`src/rtl/spi_boot_loader.sv`:
```
// ============================================================================
// Module  : spi_boot_loader
// Brief   : SPI-slave (mode 0) program loader driving the instruction-write
//           port of the memory controller; releases the CPU via booted.
// Option  : define SPI_BOOT_LOADER_CHECKSUM_EN for the running XOR checksum
//           and the 0x03 checksum-readback command.
// Revision: 1.0 - initial release
// ============================================================================
`timescale 1ns/1ps
`default_nettype none

module spi_boot_loader #(
  parameter int Architecture    = 32,
  parameter int InstructionSize = 8 + Architecture,
  parameter int SyncStages      = 2
) (
  input  logic                       clk,
  input  logic                       reset,
  input  logic                       sck,
  input  logic                       ss,
  input  logic                       mosi,
  output logic                       miso,
  output logic [Architecture-1:0]    writeInstructionAddress,
  output logic [InstructionSize-1:0] writeInstructionBuffer,
  output logic                       writeInstructionEnable,
  input  logic                       writeInstructionComplete,
  output logic                       booted,
  output logic                       error
);

  localparam int c_INSTR_BYTES = InstructionSize / 8;
  localparam int c_ADDR_BYTES  = Architecture / 8;

  localparam logic [2:0] c_ST_IDLE   = 3'd0;
  localparam logic [2:0] c_ST_CMD    = 3'd1;
  localparam logic [2:0] c_ST_ADDR   = 3'd2;
  localparam logic [2:0] c_ST_DATA   = 3'd3;
  localparam logic [2:0] c_ST_IGNORE = 3'd4;

  localparam logic [0:0] c_W_IDLE = 1'b0;
  localparam logic [0:0] c_W_WAIT = 1'b1;

  localparam logic [7:0] c_CMD_POLL = 8'h00;
  localparam logic [7:0] c_CMD_LOAD = 8'h01;
  localparam logic [7:0] c_CMD_BOOT = 8'h02;
`ifdef SPI_BOOT_LOADER_CHECKSUM_EN
  localparam logic [7:0] c_CMD_CSUM = 8'h03;
`endif

  logic [SyncStages-1:0] r_sck_sync, r_ss_sync, r_mosi_sync;
  logic                  r_sck_d, r_ss_d;
  logic                  w_sck_s, w_ss_s, w_mosi_s;
  logic                  w_sck_rise, w_sck_fall, w_ss_fall, w_ss_active;

  logic [2:0]                 r_bitcnt;
  logic [6:0]                 r_rx_shift;
  logic [7:0]                 w_rx_byte;
  logic                       w_byte_done;
  logic [7:0]                 r_tx;
  logic [7:0]                 w_status;
  logic [7:0]                 w_tx_next;
  logic [3:0]                 w_nibble;

  logic [2:0]                 r_state, w_next_state;
  logic [7:0]                 r_byte_cnt;
  logic [Architecture-9:0]    r_addr_sr;
  logic [InstructionSize-1:0] r_hold;
  logic [InstructionSize-1:0] w_instr;
  logic [Architecture-1:0]    r_addr_ptr;
  logic                       r_ptr_reloaded;

  logic w_cmd_load, w_set_booted, w_set_badcmd, w_addr_done, w_data_byte, w_handoff;

  logic [0:0]                 r_wstate, w_next_wstate;
  logic                       w_start, w_wdone, w_overrun, w_pend_set;
  logic                       r_pend_valid;
  logic [InstructionSize-1:0] r_pend_buf;
  logic                       r_we;
  logic [InstructionSize-1:0] r_wbuf;
  logic [Architecture-1:0]    r_waddr;

  logic r_booted, r_badcmd, r_overrun;

  // ---------------------------------------------------------------- sync
  always_ff @(posedge clk or posedge reset) begin
    if (reset) begin
      r_sck_sync  <= '0;
      r_ss_sync   <= '1;
      r_mosi_sync <= '0;
      r_sck_d     <= 1'b0;
      r_ss_d      <= 1'b1;
    end else begin
      r_sck_sync  <= {r_sck_sync[SyncStages-2:0], sck};
      r_ss_sync   <= {r_ss_sync[SyncStages-2:0], ss};
      r_mosi_sync <= {r_mosi_sync[SyncStages-2:0], mosi};
      r_sck_d     <= w_sck_s;
      r_ss_d      <= w_ss_s;
    end
  end

  assign w_sck_s     = r_sck_sync[SyncStages-1];
  assign w_ss_s      = r_ss_sync[SyncStages-1];
  assign w_mosi_s    = r_mosi_sync[SyncStages-1];
  assign w_sck_rise  = w_sck_s & ~r_sck_d;
  assign w_sck_fall  = ~w_sck_s & r_sck_d;
  assign w_ss_fall   = ~w_ss_s & r_ss_d;
  assign w_ss_active = ~w_ss_s;

  // ---------------------------------------------------------------- rx bits
  assign w_rx_byte   = {r_rx_shift, w_mosi_s};
  assign w_byte_done = w_ss_active & ~w_ss_fall & w_sck_rise & (r_bitcnt == 3'd7);

  always_ff @(posedge clk or posedge reset) begin
    if (reset) begin
      r_bitcnt   <= 3'd0;
      r_rx_shift <= 7'd0;
    end else if (!w_ss_active || w_ss_fall) begin
      r_bitcnt   <= 3'd0;
    end else if (w_sck_rise) begin
      r_rx_shift <= w_rx_byte[6:0];
      r_bitcnt   <= r_bitcnt + 3'd1;
    end
  end

  // ---------------------------------------------------------------- tx
  assign w_status = {r_booted, r_overrun, r_badcmd, r_we, w_nibble};

  // A byte-boundary load happens on the 8th rising edge; the following falling
  // edge must not shift, so shifting is gated by a non-zero bit count.
  always_ff @(posedge clk or posedge reset) begin
    if (reset) begin
      r_tx <= 8'd0;
    end else if (w_ss_fall) begin
      r_tx <= w_status;
    end else if (w_byte_done) begin
      r_tx <= w_tx_next;
    end else if (w_sck_fall && w_ss_active && (r_bitcnt != 3'd0)) begin
      r_tx <= {r_tx[6:0], 1'b0};
    end
  end

  assign miso = w_ss_active & r_tx[7];

  // ---------------------------------------------------------------- rx FSM
  always_ff @(posedge clk or posedge reset) begin
    if (reset) r_state <= c_ST_IDLE;
    else       r_state <= w_next_state;
  end

  always_comb begin
    w_next_state = r_state;
    if (!w_ss_active) begin
      w_next_state = c_ST_IDLE;
    end else if (w_ss_fall) begin
      w_next_state = c_ST_CMD;
    end else if (w_byte_done) begin
      case (r_state)
        c_ST_CMD:  w_next_state = w_cmd_load ? c_ST_ADDR : c_ST_IGNORE;
        c_ST_ADDR: if (w_addr_done) w_next_state = c_ST_DATA;
        default:   w_next_state = r_state;
      endcase
    end
  end

`ifdef SPI_BOOT_LOADER_CHECKSUM_EN
  logic w_csum_rsp;
`endif

  always_comb begin
    w_cmd_load   = 1'b0;
    w_set_booted = 1'b0;
    w_set_badcmd = 1'b0;
    w_addr_done  = 1'b0;
    w_data_byte  = 1'b0;
    w_handoff    = 1'b0;
`ifdef SPI_BOOT_LOADER_CHECKSUM_EN
    w_csum_rsp   = 1'b0;
`endif
    if (w_byte_done) begin
      case (r_state)
        c_ST_CMD: begin
          case (w_rx_byte)
            c_CMD_POLL: ;
            c_CMD_LOAD: begin
              if (r_booted) w_set_badcmd = 1'b1;
              else          w_cmd_load   = 1'b1;
            end
            c_CMD_BOOT: w_set_booted = 1'b1;
`ifdef SPI_BOOT_LOADER_CHECKSUM_EN
            c_CMD_CSUM: w_csum_rsp = 1'b1;
`endif
            default:    w_set_badcmd = 1'b1;
          endcase
        end
        c_ST_ADDR: w_addr_done = (r_byte_cnt == 8'(c_ADDR_BYTES - 1));
        c_ST_DATA: begin
          w_data_byte = 1'b1;
          w_handoff   = (r_byte_cnt == 8'(c_INSTR_BYTES - 1));
        end
        default: ;
      endcase
    end
  end

  assign w_instr = {r_hold[InstructionSize-9:0], w_rx_byte};

  always_ff @(posedge clk or posedge reset) begin
    if (reset) begin
      r_byte_cnt <= 8'd0;
      r_addr_sr  <= '0;
      r_hold     <= '0;
    end else begin
      if (!w_ss_active || w_ss_fall) begin
        r_byte_cnt <= 8'd0;
      end else if (w_byte_done) begin
        if (w_addr_done || w_handoff)                          r_byte_cnt <= 8'd0;
        else if (r_state == c_ST_ADDR || r_state == c_ST_DATA) r_byte_cnt <= r_byte_cnt + 8'd1;
        else                                                   r_byte_cnt <= 8'd0;
      end
      if (w_byte_done && r_state == c_ST_ADDR)
        r_addr_sr <= {r_addr_sr[Architecture-17:0], w_rx_byte};
      if (w_data_byte)
        r_hold <= w_instr;
    end
  end

  // ---------------------------------------------------------------- write FSM
  always_ff @(posedge clk or posedge reset) begin
    if (reset) r_wstate <= c_W_IDLE;
    else       r_wstate <= w_next_wstate;
  end

  always_comb begin
    w_next_wstate = r_wstate;
    case (r_wstate)
      c_W_IDLE: if (w_handoff || r_pend_valid)   w_next_wstate = c_W_WAIT;
      c_W_WAIT: if (writeInstructionComplete)     w_next_wstate = c_W_IDLE;
      default:                                    w_next_wstate = c_W_IDLE;
    endcase
  end

  always_comb begin
    w_start    = (r_wstate == c_W_IDLE) & (w_handoff | r_pend_valid);
    w_wdone    = (r_wstate == c_W_WAIT) & writeInstructionComplete;
    w_overrun  = (r_wstate == c_W_WAIT) & w_handoff & ~writeInstructionComplete;
    w_pend_set = (r_wstate == c_W_WAIT) & w_handoff & writeInstructionComplete;
  end

  // A reload during a pending write must not be disturbed by that write's
  // completion, so the increment is suppressed once the pointer was reloaded.
  always_ff @(posedge clk or posedge reset) begin
    if (reset) begin
      r_we           <= 1'b0;
      r_wbuf         <= '0;
      r_waddr        <= '0;
      r_pend_valid   <= 1'b0;
      r_pend_buf     <= '0;
      r_addr_ptr     <= '0;
      r_ptr_reloaded <= 1'b0;
    end else begin
      if (w_start) begin
        r_we         <= 1'b1;
        r_wbuf       <= r_pend_valid ? r_pend_buf : w_instr;
        r_waddr      <= r_addr_ptr;
        r_pend_valid <= 1'b0;
      end else if (w_wdone) begin
        r_we <= 1'b0;
      end
      if (w_pend_set) begin
        r_pend_valid <= 1'b1;
        r_pend_buf   <= w_instr;
      end
      if (w_addr_done)
        r_addr_ptr <= {r_addr_sr, w_rx_byte};
      else if (w_wdone && !r_ptr_reloaded)
        r_addr_ptr <= r_addr_ptr + Architecture'(1);
      if (w_addr_done)  r_ptr_reloaded <= 1'b1;
      else if (w_start) r_ptr_reloaded <= 1'b0;
    end
  end

  // ---------------------------------------------------------------- status
  always_ff @(posedge clk or posedge reset) begin
    if (reset) begin
      r_booted  <= 1'b0;
      r_badcmd  <= 1'b0;
      r_overrun <= 1'b0;
    end else begin
      if (w_set_booted) r_booted  <= 1'b1;
      if (w_set_badcmd) r_badcmd  <= 1'b1;
      if (w_overrun)    r_overrun <= 1'b1;
    end
  end

`ifdef SPI_BOOT_LOADER_CHECKSUM_EN
  logic [7:0] r_csum;
  logic [7:0] w_buf_xor;

  always_comb begin
    w_buf_xor = 8'd0;
    for (int i = 0; i < c_INSTR_BYTES; i++)
      w_buf_xor = w_buf_xor ^ r_wbuf[i*8 +: 8];
  end

  always_ff @(posedge clk or posedge reset) begin
    if (reset)           r_csum <= 8'd0;
    else if (w_cmd_load) r_csum <= 8'd0;
    else if (w_wdone)    r_csum <= r_csum ^ w_buf_xor;
  end

  assign w_nibble  = r_csum[3:0];
  assign w_tx_next = w_csum_rsp ? r_csum : w_status;
`else
  assign w_nibble  = 4'h0;
  assign w_tx_next = w_status;
`endif

  assign writeInstructionAddress = r_waddr;
  assign writeInstructionBuffer  = r_wbuf;
  assign writeInstructionEnable  = r_we;
  assign booted                  = r_booted;
  assign error                   = r_overrun | r_badcmd;

endmodule

`default_nettype wire

```
`config.mk`:
```
export PLATFORM = sky130hd
export DESIGN_NAME = spi_boot_loader
export DESIGN_NICKNAME = d
export VERILOG_FILES = /design/src/rtl/spi_boot_loader.sv
export SDC_FILE = /design/constraint.sdc
export NUM_CORES = 1
export LEC_CHECK = 0
export ABC_AREA = 1
export CORE_ASPECT_RATIO = 0.75
export CORE_MARGIN = 1
export CORE_UTILIZATION = 50
export DETAILED_ROUTE_END_ITERATION = 16
export GPL_TIMING_DRIVEN = 0
export PLACE_DENSITY = 0.81
export REMOVE_ABC_BUFFERS = 1
export SYNTH_ARGS = -nofsm -noshare
export SYNTH_HDL_FRONTEND = slang
export SYNTH_SLANG_ARGS = --single-unit
```
`constraint.sdc`:
```
create_clock -name clk -period 11.4 [get_ports clk]
set_clock_uncertainty 0.15 [all_clocks]
set_input_delay 2.28 -clock clk [delete_from_list [all_inputs] [get_ports clk]]
set_output_delay 2.28 -clock clk [all_outputs]
set_load 0.01 [all_outputs]
```
==> metrics.md <==
| Metric | Value |
|---|---|
| Share of post-route cells with drive strength above 1 | `0.05599` |
| Reg2reg start | `r_byte_cnt[0]` |
| Seq cells post-synth | `240` |
| CP Data Required Time | `11.66 ns` |
| Gr ovfl total | `0` |
| Final WL | `24820 µm` |
| Power per cell area | `150.9 mW/mm²` |
| Fin Hold WS | `0.1981 ns` |
| Cts repair resizes | `0` |
| Critical path class | `in -> reg` |
| Die width | `173 µm` |
| Sw power | `0.0004678 W` |
| Largest net degree at the start of global routing | `125` |
| Tcrit/Tclk final | `0.4513` |
| Fillers | `1858` |
| Status | `completed` |
| Antenna violations before repair | `0` |
| Diodes inserted | `0` |
| Lkg Pwr | `5.998 nW` |
| Worst hold path type | `reg -> reg` |
| Xor/xnor share of the synthesized area | `0.006390` |
| Synth cell types | `37` |
| Worst slew margin | `0.1887` |
| Longest Clk Path Bufs | `3` |
| CP startpoint kind | `input pin` |
| Design area | `0.01276 mm²` |
| Total GRT Usage | `0.2269` |
| Gpl congestion | `0.8705` |
| Die height | `130.3 µm` |
| Num rows | `46` |
| Max_cap viols | `0` |
| Final core utilization | `0.5991` |
| Antenna-violating nets left | `0` |
| Cell taking the most area after synthesis | `dfrtp_1` |
| Core region area | `0.02130 mm²` |
| CTS clk-pin slew, worst paths | `0.06 ns` |
| Critical Path Fanout Max | `21` |
| Top cells by area, synth | `dfrtp_1 (54%), nand2_1 (16%), o21ai_0 (7.3%), inv_1 (4.7%), nand3_1 (4.7%)` |
| Avg Vias per Cell | `5.298` |
| First-pass GRT wire length | `41610 µm` |
| Fin Setup TNS | `0 ns` |
| Clk root buf | `clkbuf_16` |
| Area growth syn-to-layout | `16.35%` |
| Worst Tran Pin Value | `1.216 ns` |
| Synth Area in Compound Gates | `0.1089` |
| TritonRoute pass-1 iters | `5` |
| Post-synthesis simple-gate area fraction | `0.2514` |
| Clock network power share | `0.427` |
| Arr. time, crit path | `5.41 ns` |
| Mapped Cells | `1342` |
| Synth top area share | `0.5408` |
| Worst hold start | `r_mosi_sync[0]` |
| Pins Over Slew Limit | `0` |
| Hold-fix buffers, CTS | `0` |
| Switching Share | `0.2430` |
| VDD IR max | `0.1205 mV` |
| EDFF count, synth | `0` |
| Area of the multi-input gates | `0.004108 mm²` |
| Yosys warning count | `0` |
| CTS Sinks | `240` |
| DIE AREA | `0.02253 mm²` |
| CTS Buf Count | `24` |
| 1st-iter DRT viols | `977` |
| Port Buffers | `81` |
| Vias in the first global route | `8290` |
| FF/Latch Area | `0.006011 mm²` |
| Initial Utilization | `0.5149` |
| FFs w/ async S/R, synth | `1.000` |
| Clock Latency Late Sink | `0.53 ns` |
| Most common cell in the netlist | `nand2_1` |
| RSZ-0062 raised after global routing | `false` |
| Crit. End Element | `flip-flop` |
| Mux contribution to synthesized area | `0` |
| Fin crit period | `5.145 ns` |
| Final net count | `1406` |
| Primary FF master, synth | `dfrtp_1` |
| Syn Area/Cell | `8.171 µm²` |
| FMAX | `194.4 MHz` |
| Fin. Hold Viols | `0` |
| Post-detail-place hpwl | `15820 µm` |
| Synth Cell Area | `0.01097 mm²` |
| Seq/Total Area, Yosys | `0.5480` |
| Post-synthesis adder-cell area fraction | `0.006846` |
| Sequential power share | `0.486` |
| Gate power share | `0.087` |
| Worst setup startpoint | `writeInstructionComplete` |
| Post-CTS setup buffers | `0` |
| Final setup viols | `0` |
| Pint | `0.001458 W` |
| Placed Instance Area | `0.01191 mm²` |
| Post-synth top cells | `nand2_1 (465), dfrtp_1 (237), o21ai_0 (159)` |
| H-tree levels | `1` |
| Via count | `9001` |
| DR WL/cell | `14.61 µm` |
| Ports | `82` |
| CTS tree | `built` |
| Main combinational cell family by area after synthesis | `simple AND/OR/NAND/NOR gates` |
| # DRC | `0` |
## power groups by stage
| stage | Sequential, W | Combinational, W | Clock [W] |
|---|---|---|---|
| 2_1_floorplan | 0.000946 | 0.0000959 | 0 |
| 5_1_grt | 0.000941 | 0.000190 | 0.000868 |
| 3_3_place_gp | 0.000948 | 0.000161 | 0 |
| 6_report | 0.000935 | 0.000168 | 0.000822 |
| 4_1_cts | 0.000934 | 0.000169 | 0.000839 |
| 3_5_place_dp | 0.000949 | 0.000168 | 0 |
## critical path, cell delays in order
cell and delay (ns):
clkdlybuf4s50_1 0.48, nand2_1 0.11, nor2_1 0.70, inv_1 0.67
a21oi_2 0.90, nand2_1 0.16, o211ai_2 0.11
## flip-flops by register name (all words and copies together), names as in the netlist
name / cells
r_mosi_sync: 2
r_hold: 32
r_overrun: 1
writeInstructionEnable: 1
r_pend_buf: 40
r_byte_cnt: 8
r_rx_shift: 7
r_addr_sr: 24
r_wstate: 1
r_addr_ptr: 32
r_ss_sync: 2
r_badcmd: 1
r_ss_d: 1
writeInstructionAddress: 32
r_pend_valid: 1
booted: 1
r_tx: 4
writeInstructionBuffer: 40
r_sck_d: 1
r_state: 3
r_bitcnt: 3
r_ptr_reloaded: 1
r_sck_sync: 2
## per-layer routing
layer  global-route usage  part of all wire  up-vias  routed length (µm)
li1                     -                 -     4357                   -
met1               0.3367              0.48     4334               11800
met2               0.3610              0.45      275               11130
met3              0.02972             0.062       35                1539
met4              0.04373             0.014        0                 356
met5                    0                 0        -                   0
## cell type report
cell class                 count  area share
clock inverter                 8     0.01030
clock buffer                  35     0.05502
timing repair buffer          85     0.07100
sequential                   240      0.4711
tap                          288     0.02824
inverter                     142     0.04237
multi-input combinational    901      0.3220
## per-stage QoR
| step | power (W) | instances | setup slack (ns) |
|---|---|---|---|
| finish | 0.001925 | 1699 | 6.255 |
| global route | 0.001999 | 1699 | 6.150 |
| CTS | 0.001942 | 1698 | 6.357 |
| detailed placement | 0.001117 | 1655 | 5.835 |
| global placement | 0.001109 | 1652 | -0.5353 |
| floorplan | 0.001042 | 1283 | 2.387 |
## path summary, 6_finish.rpt
path / end / slack [ns] / depth (start not counted)
setup / recovery: r_addr_ptr[1] / 6.26 / 7
hold / removal: r_mosi_sync[1] / 0.20 / 0
setup reg to reg: r_addr_ptr[28] / 7.60 / 8
hold reg to reg: r_mosi_sync[1] / 0.20 / 0
max in group asynchronous: r_pend_valid / 7.82 / 3
min in group asynchronous: writeInstructionBuffer[18] / 2.19 / 2
## logic make-up (layout without fill, tap and decap cells)
kind of cell / count (synthesis) / count (layout)
flip-flops: 240 / 240
AO/OA/AOI/OAI: 222 / 222
adder cells (fa/ha/maj): 6 / 6
buffers and inverters: 201 / 270
AND/OR/NAND/NOR: 665 / 665
XOR/XNOR: 8 / 8
## cells in the final DEF, fill, tap and decap left out, types with 2 or more instances in the layout
cell type and n:
nor2_4 5, bufinv_16 3, inv_2 3, o21ai_1 38, xnor2_1 3, clkbuf_1 5
o211ai_2 3, nor3_1 2, nand3_4 2, or2_2 2, o21ai_2 8, nand2_2 4
xor2_1 5, a21oi_2 2, nand2_1 465, dfstp_2 3, o211ai_1 4, nor2_1 67
buf_12 2, clkbuf_16 24, a21oi_1 4, dfrtp_1 236, clkinvlp_4 2, nand3_1 102
a22o_1 2, inv_1 137, ha_1 6, buf_16 2, clkdlybuf4s50_1 81, nand3b_1 2
clkinv_2 2, o21ai_0 159, clkbuf_8 6, nand4_1 10
(Power assumes the default switching activity.)
